[config.mk]
export PLATFORM = sky130hd
export DESIGN_NAME = med_window_feeder
export DESIGN_NICKNAME = d
export VERILOG_FILES = /design/src/rtl/med_pkg.sv /design/src/rtl/med_line_buf.sv /design/src/rtl/med_window_feeder.sv
export SDC_FILE = /design/constraint.sdc
export NUM_CORES = 1
export LEC_CHECK = 0
export ABC_AREA = 1
export CORE_ASPECT_RATIO = 0.75
export CORE_MARGIN = 2
export CORE_UTILIZATION = 55
export CTS_CLUSTER_DIAMETER = 80
export DETAILED_ROUTE_END_ITERATION = 12
export HOLD_SLACK_MARGIN = 0.03
export PLACE_DENSITY = 0.71
export SLEW_MARGIN = 40
export SYNTH_ARGS = -nofsm -noshare
export SYNTH_HDL_FRONTEND = slang
export SYNTH_HIERARCHICAL = 1
export SYNTH_SLANG_ARGS = --single-unit
[constraint.sdc]
create_clock -name CLK -period 3.26 [get_ports CLK]
set_clock_uncertainty 0.05 [all_clocks]
set_input_delay 0.652 -clock CLK [delete_from_list [all_inputs] [get_ports CLK]]
set_output_delay 0.652 -clock CLK [all_outputs]
set_load 0.03 [all_outputs]
[src/rtl/med_pkg.sv]
// Shared types and constants for the median-filter window feeder.
package med_pkg;

   typedef enum logic [1:0] {
      ACCEPT,
      EMIT,
      WAIT
   } feederState_t;

   localparam int WIN_SIZE = 9;
   localparam int BEAT_W   = $clog2(WIN_SIZE);

endpackage

[src/rtl/med_line_buf.sv]
// One image line of pixel storage: synchronous write, asynchronous read,
// a single address per cycle shared by both.
module med_line_buf
   import med_pkg::*;
#(
   parameter int WIDTH = 8,
   parameter int IMG_W = 16,
   localparam int ADDR_W = $clog2(IMG_W)
) (
   input  logic              CLK,
   input  logic              writeEn,
   input  logic [ADDR_W-1:0] addr,
   input  logic [WIDTH-1:0]  wrData,
   output logic [WIDTH-1:0]  rdData
);

   logic [WIDTH-1:0] mem [IMG_W];

   // Contents need no reset: the first two lines of a frame never emit a window.
   always_ff @(posedge CLK) begin
      if (writeEn) begin
         mem[addr] <= wrData;
      end
   end

   assign rdData = mem[addr];

endmodule

[src/rtl/med_window_feeder.sv]
// Buffers two lines of a raster pixel stream and serialises every interior
// 3x3 neighbourhood as a 9-beat burst. Optional EOF output: MED_FEEDER_EOF_EN.
module med_window_feeder
   import med_pkg::*;
#(
   parameter int WIDTH = 8,
   parameter int IMG_W = 16,
   parameter int IMG_H = 16
) (
   input  logic             CLK,
   input  logic             RST,
   input  logic [WIDTH-1:0] PIX,
   input  logic             PIX_VALID,
   output logic             PIX_READY,
   output logic [WIDTH-1:0] DO,
   output logic             DSO,
   input  logic             MED_DONE
`ifdef MED_FEEDER_EOF_EN
   ,output logic            EOF
`endif
);

   localparam int COL_W = $clog2(IMG_W);
   localparam int ROW_W = $clog2(IMG_H);

   feederState_t               state, nextState;
   logic [COL_W-1:0]           col;
   logic [ROW_W-1:0]           row;
   logic [BEAT_W-1:0]          beat, nextBeat;
   logic [WIN_SIZE*WIDTH-1:0]  win, winShifted;
   logic [WIDTH-1:0]           lb0Rd, lb1Rd, nextDo;
   logic                       nextDso, accept, completes, lastCol, lastRow;

   assign PIX_READY = (state == ACCEPT) && !RST;
   assign accept    = PIX_VALID && PIX_READY;
   assign lastCol   = (col == COL_W'(IMG_W - 1));
   assign lastRow   = (row == ROW_W'(IMG_H - 1));
   assign completes = (row >= ROW_W'(2)) && (col >= COL_W'(2));

   med_line_buf #(.WIDTH(WIDTH), .IMG_W(IMG_W)) lb0 (
      .CLK    (CLK),
      .writeEn(accept),
      .addr   (col),
      .wrData (PIX),
      .rdData (lb0Rd)
   );

   med_line_buf #(.WIDTH(WIDTH), .IMG_W(IMG_W)) lb1 (
      .CLK    (CLK),
      .writeEn(accept),
      .addr   (col),
      .wrData (lb0Rd),
      .rdData (lb1Rd)
   );

   // Window held row-major (TL at index 0); a new right column comes from the
   // two line buffers plus the incoming pixel.
   always_comb begin
      winShifted = win;
      for (int r = 0; r < 3; r++) begin
         winShifted[(r*3)*WIDTH   +: WIDTH] = win[(r*3+1)*WIDTH +: WIDTH];
         winShifted[(r*3+1)*WIDTH +: WIDTH] = win[(r*3+2)*WIDTH +: WIDTH];
      end
      winShifted[2*WIDTH +: WIDTH] = lb1Rd;
      winShifted[5*WIDTH +: WIDTH] = lb0Rd;
      winShifted[8*WIDTH +: WIDTH] = PIX;
   end

   always_ff @(posedge CLK) begin
      if (accept) begin
         win <= winShifted;
      end
   end

   // Raster position of the next pixel to be accepted.
   always_ff @(posedge CLK) begin
      if (RST) begin
         col <= '0;
         row <= '0;
      end else if (accept) begin
         if (lastCol) begin
            col <= '0;
            row <= lastRow ? '0 : row + 1'b1;
         end else begin
            col <= col + 1'b1;
         end
      end
   end

`ifdef MED_FEEDER_EOF_EN
   logic lastWin, nextEof;

   always_ff @(posedge CLK) begin
      if (RST) begin
         lastWin <= 1'b0;
      end else if (accept) begin
         lastWin <= lastRow && lastCol;
      end
   end
`endif

   // Beat 0 is loaded from the freshly shifted window on the accepting edge,
   // so the burst starts on the very next cycle.
   always_comb begin
      nextState = state;
      nextBeat  = beat;
      nextDo    = '0;
      nextDso   = 1'b0;
`ifdef MED_FEEDER_EOF_EN
      nextEof   = 1'b0;
`endif
      case (state)
         ACCEPT: begin
            if (accept && completes) begin
               nextState = EMIT;
               nextBeat  = '0;
               nextDso   = 1'b1;
               nextDo    = winShifted[WIDTH-1:0];
            end
         end
         EMIT: begin
            if (beat == BEAT_W'(WIN_SIZE - 1)) begin
               nextState = WAIT;
            end else begin
               nextBeat = beat + 1'b1;
               nextDso  = 1'b1;
               nextDo   = win[int'(nextBeat)*WIDTH +: WIDTH];
`ifdef MED_FEEDER_EOF_EN
               nextEof  = (nextBeat == BEAT_W'(WIN_SIZE - 1)) && lastWin;
`endif
            end
         end
         WAIT: begin
            if (MED_DONE) begin
               nextState = ACCEPT;
            end
         end
         default: nextState = ACCEPT;
      endcase
   end

   always_ff @(posedge CLK) begin
      if (RST) begin
         state <= ACCEPT;
         beat  <= '0;
         DO    <= '0;
         DSO   <= 1'b0;
`ifdef MED_FEEDER_EOF_EN
         EOF   <= 1'b0;
`endif
      end else begin
         state <= nextState;
         beat  <= nextBeat;
         DO    <= nextDo;
         DSO   <= nextDso;
`ifdef MED_FEEDER_EOF_EN
         EOF   <= nextEof;
`endif
      end
   end

endmodule

==> impl_metrics.py <==
metrics = {
    "worst_hold_path": {
        "worstHoldPathCells": 0,
        "min_to": "win[55]",
        "hold_path.class": "reg -> reg",
        "hold_path.startpoint": "win[63]",
    },
    "sta": {
        "setup_tns_ps": 0,
        "rsz0062_at_grt": "no",
        "max_freq_mhz": 392.7,
        "worst_pin_slew_ps": 840.7,
        "hold_viol": 0,
        "fin_crit_sh_pct": 78.11,
        "setup_viol": 0,
        "fin_crit_ps": 2546,
        "timing.slew.headroom_pct": 43.78,
        "drv_slew": 0,
    },
    "run_status": {
        "status": "finished clean",
    },
    "synth": {
        "ys_seq_elements": 351,
        "yosys-mux-area-fraction_pct": 0,
        "synth_nets": 1505,
        "yosys.area_share.simple_pct": 24.34,
        "netlist_instances": 1487,
        "seq_area_frac_synth_pct": 69.08,
        "netlist-cell-type-count": 26,
        "synth_compound_area_share_pct": 0.9390,
        "synth_warnings": 6,
        "synth_top_family_by_area": "simple AND/OR/NAND/NOR gates",
        "synthAdderAreaFrac_pct": 0.5030,
        "syn_avg_cell_area_um2": 10.04,
        "synth_xor_area_share_pct": 0.4443,
        "syn_area_um2": 14920,
    },
    "finish": {
        "area_growth_pct": 12.16,
        "final_core_util_pct": 62.45,
        "drive_gt1_share_pct": 7.944,
        "antennaDiodeCount": 0,
        "fin_nets": 1553,
    },
    "cts": {
        "clock_latency_ps": 510,
        "postCtsHoldBufs": 0,
        "htree_levels": 2,
        "cts_root_buffer": "clkbuf_16",
        "cts_made_buffers": 36,
        "cts_resized": 0,
        "post_cts_buffers": 0,
        "cts_tree": "yes",
        "clk_pin_slew_ps": 60,
        "cts.path.max_buffers": 3,
        "numClockSinks": 351,
    },
    "worst_setup_path": {
        "ff2ff_setup_slack_ps": 950,
        "r2r_end": "lb1/mem[2][2]",
        "cp_cell_sequence": "clkdlybuf4s50_1 > nand3_2 > clkinv_2 > nand3_1 > nor2_1",
        "critPathKind": "in -> reg",
        "cp_max_fo": 18,
        "arrival_ps": 2640,
        "max_stage_delay_ps": 600,
        "r2r_start": "col[2]",
        "critPathRequiredTime_ps": 3350,
        "critPathSlowestCell": "nor2_1",
        "ff2ff_path_depth": 4,
        "critPathLaunchType": "input pin",
        "end_kind": "flip-flop",
    },
    "die": {
        "start_util_pct": 55.68,
        "dieArea_um2": 28480,
        "io_pins": 22,
        "die_h_um": 146.7,
        "rows": 52,
        "core_um2": 26810,
        "fp.dieW_um": 194.2,
    },
    "detailed_routing": {
        "vias": 9900,
        "via_per_inst": 5.178,
        "routed_wl_um": 31880,
        "drc": 0,
        "wl_per_cell_um": 16.68,
        "drt_iter0_drc": 900,
        "postRouteAntennaNets": 0,
        "firstDrtPassIters": 5,
    },
    "placed_design": {
        "hpwlAfterDp_um": 20250,
        "finalWeightedCongestion": 0.8649,
        "portBuffers": 21,
    },
    "global_route": {
        "track_usage_pct": 22.95,
        "overflow": 0,
        "grt_pass1_vias": 9397,
        "grt_pass1_wl_um": 50690,
        "antenna_found_initial": 0,
        "grt_max_degree": 57,
    },
    "power": {
        "ir_worst_vdd_mv": 0.3648,
        "power.density_nw_per_um2": 575.7,
        "leakagePower_uw": 0.007009,
    },
    "job": {
        "drv_cap": 0,
    },
}
[through the flow]
stage | total power (µW) | cell area (µm²) | hold slack [ps] | cells | setup slack, ps
3_5_place_dp | 5796 | 15640 | 385.0 | 1848 | 248.0
4_1_cts | 9701 | 16770 | 399.0 | 1912 | 772.0
6_report | 9637 | 16740 | 397.2 | 1912 | 713.7
5_1_grt | 9970 | 16740 | 402.0 | 1912 | 631.8
3_3_place_gp | 5789 | 15640 | 381.9 | 1848 | 311.4
2_1_floorplan | 5540 | 14920 | 376.4 | 1487 | 301.1
[cell usage after synthesis]
library cell,count,area [µm²]
inv_2,9,33.78
buf_1,3,11.26
inv_1,97,364.1
nor2_2,4,25.02
clkinv_1,2,7.510
nor2_1,44,165.2
nand3b_1,1,7.510
dfxtp_1,23,460.4
a211oi_1,1,7.510
nand3_1,70,350.3
nand4_1,1,6.260
o21ai_0,1,5.000
xor2_1,1,8.760
a22oi_1,1,7.510
ha_1,6,75.07
xnor2_1,1,8.760
edfxtp_1,328,9849
nand3_2,2,20.02
buf_4,13,97.59
nor3_1,5,25.02
a21oi_1,19,95.09
buf_2,32,160.2
o21ai_1,5,25.02
nand2_1,808,3033
clkbuf_1,7,26.28
xor2_2,3,48.80
[area by class of cell]
class / instances / area [µm²]
multi-input cells: 973 / 3914
clock buffers: 41 / 940.9
flip-flops and latches: 351 / 10310
fillers: 2123 / 10070
inverters: 108 / 406.6
clock inverters: 23 / 191.4
well taps: 351 / 439.2
repair buffers: 65 / 533.0
[worst max-delay path, delay by kind of cell]
| family | cells | cell delay [ps] |
|---|---|---|
| simple gates | 3 | 1110 |
| buf+inv | 2 | 870 |
[worst max-delay path by stage]
stage	startpoint	to	slack, ps	cells after the start
after global placement	RST	lb1/mem[5][0]	310	6
after detailed placement	PIX_VALID	lb1/mem[5][2]	250	5
final	PIX_VALID	lb1/mem[5][3]	710	5
after global routing	PIX_VALID	lb0/mem[3][1]	630	5
after floorplan	RST	lb0/mem[3][0]	300	5
after CTS	PIX_VALID	lb1/mem[5][7]	770	5
[cells by family after synthesis]
logic type | after synthesis
buffers and inverters | 163
adders and majority gates | 6
xor gates and xnor gates | 5
AOI/OAI and AO/OA | 27
DFF | 351
and+or+nand+nor | 935
[flip-flops by register name, indices dropped and copies added, names as in the netlist]
register,count
state,2
col,4
beat,4
win,72
row,4
lb1/mem,128
DSO,1
lb0/mem,128
DO,8
[metal layers]
layer | global-route usage, % | share of wire (%) | wire length [µm] | up-vias
met2 | 34.57 | 44 | 13990 | 386
met4 | 5.720 | 2.0 | 625 | 0
met3 | 4.366 | 8.5 | 2710 | 58
li1 | - | - | - | 4883
met5 | 0 | 0 | 0 | -
met1 | 34.73 | 46 | 14560 | 4573
[power by group]
| part | total (µW) | switching (µW) | internal, µW |
|---|---|---|---|
| logic | 628 | 471 | 156 |
| registers | 5070 | 30.1 | 5040 |
| clock network | 3930 | 1620 | 2310 |
[cell usage in the layout, fill, tap and decap left out, types with 2 or more instances in the layout]
master,synthesis,final
clkinv_1,2,9
bufinv_16,0,3
nand2_1,808,808
nor2_2,4,4
edfxtp_1,328,328
dfxtp_1,23,21
nor3_1,5,5
clkbuf_16,0,37
inv_1,97,97
buf_2,32,6
a21oi_1,19,19
xor2_2,3,3
clkdlybuf4s50_1,0,14
nand3_1,70,70
clkinv_2,0,11
inv_2,9,8
buf_4,13,43
nand3_2,2,2
buf_12,0,2
ha_1,6,6
clkinv_4,0,2
o21ai_1,5,5
clkbuf_1,7,4
nor2_1,44,44
No activity file was read; power rests on OpenSTA's default activity.
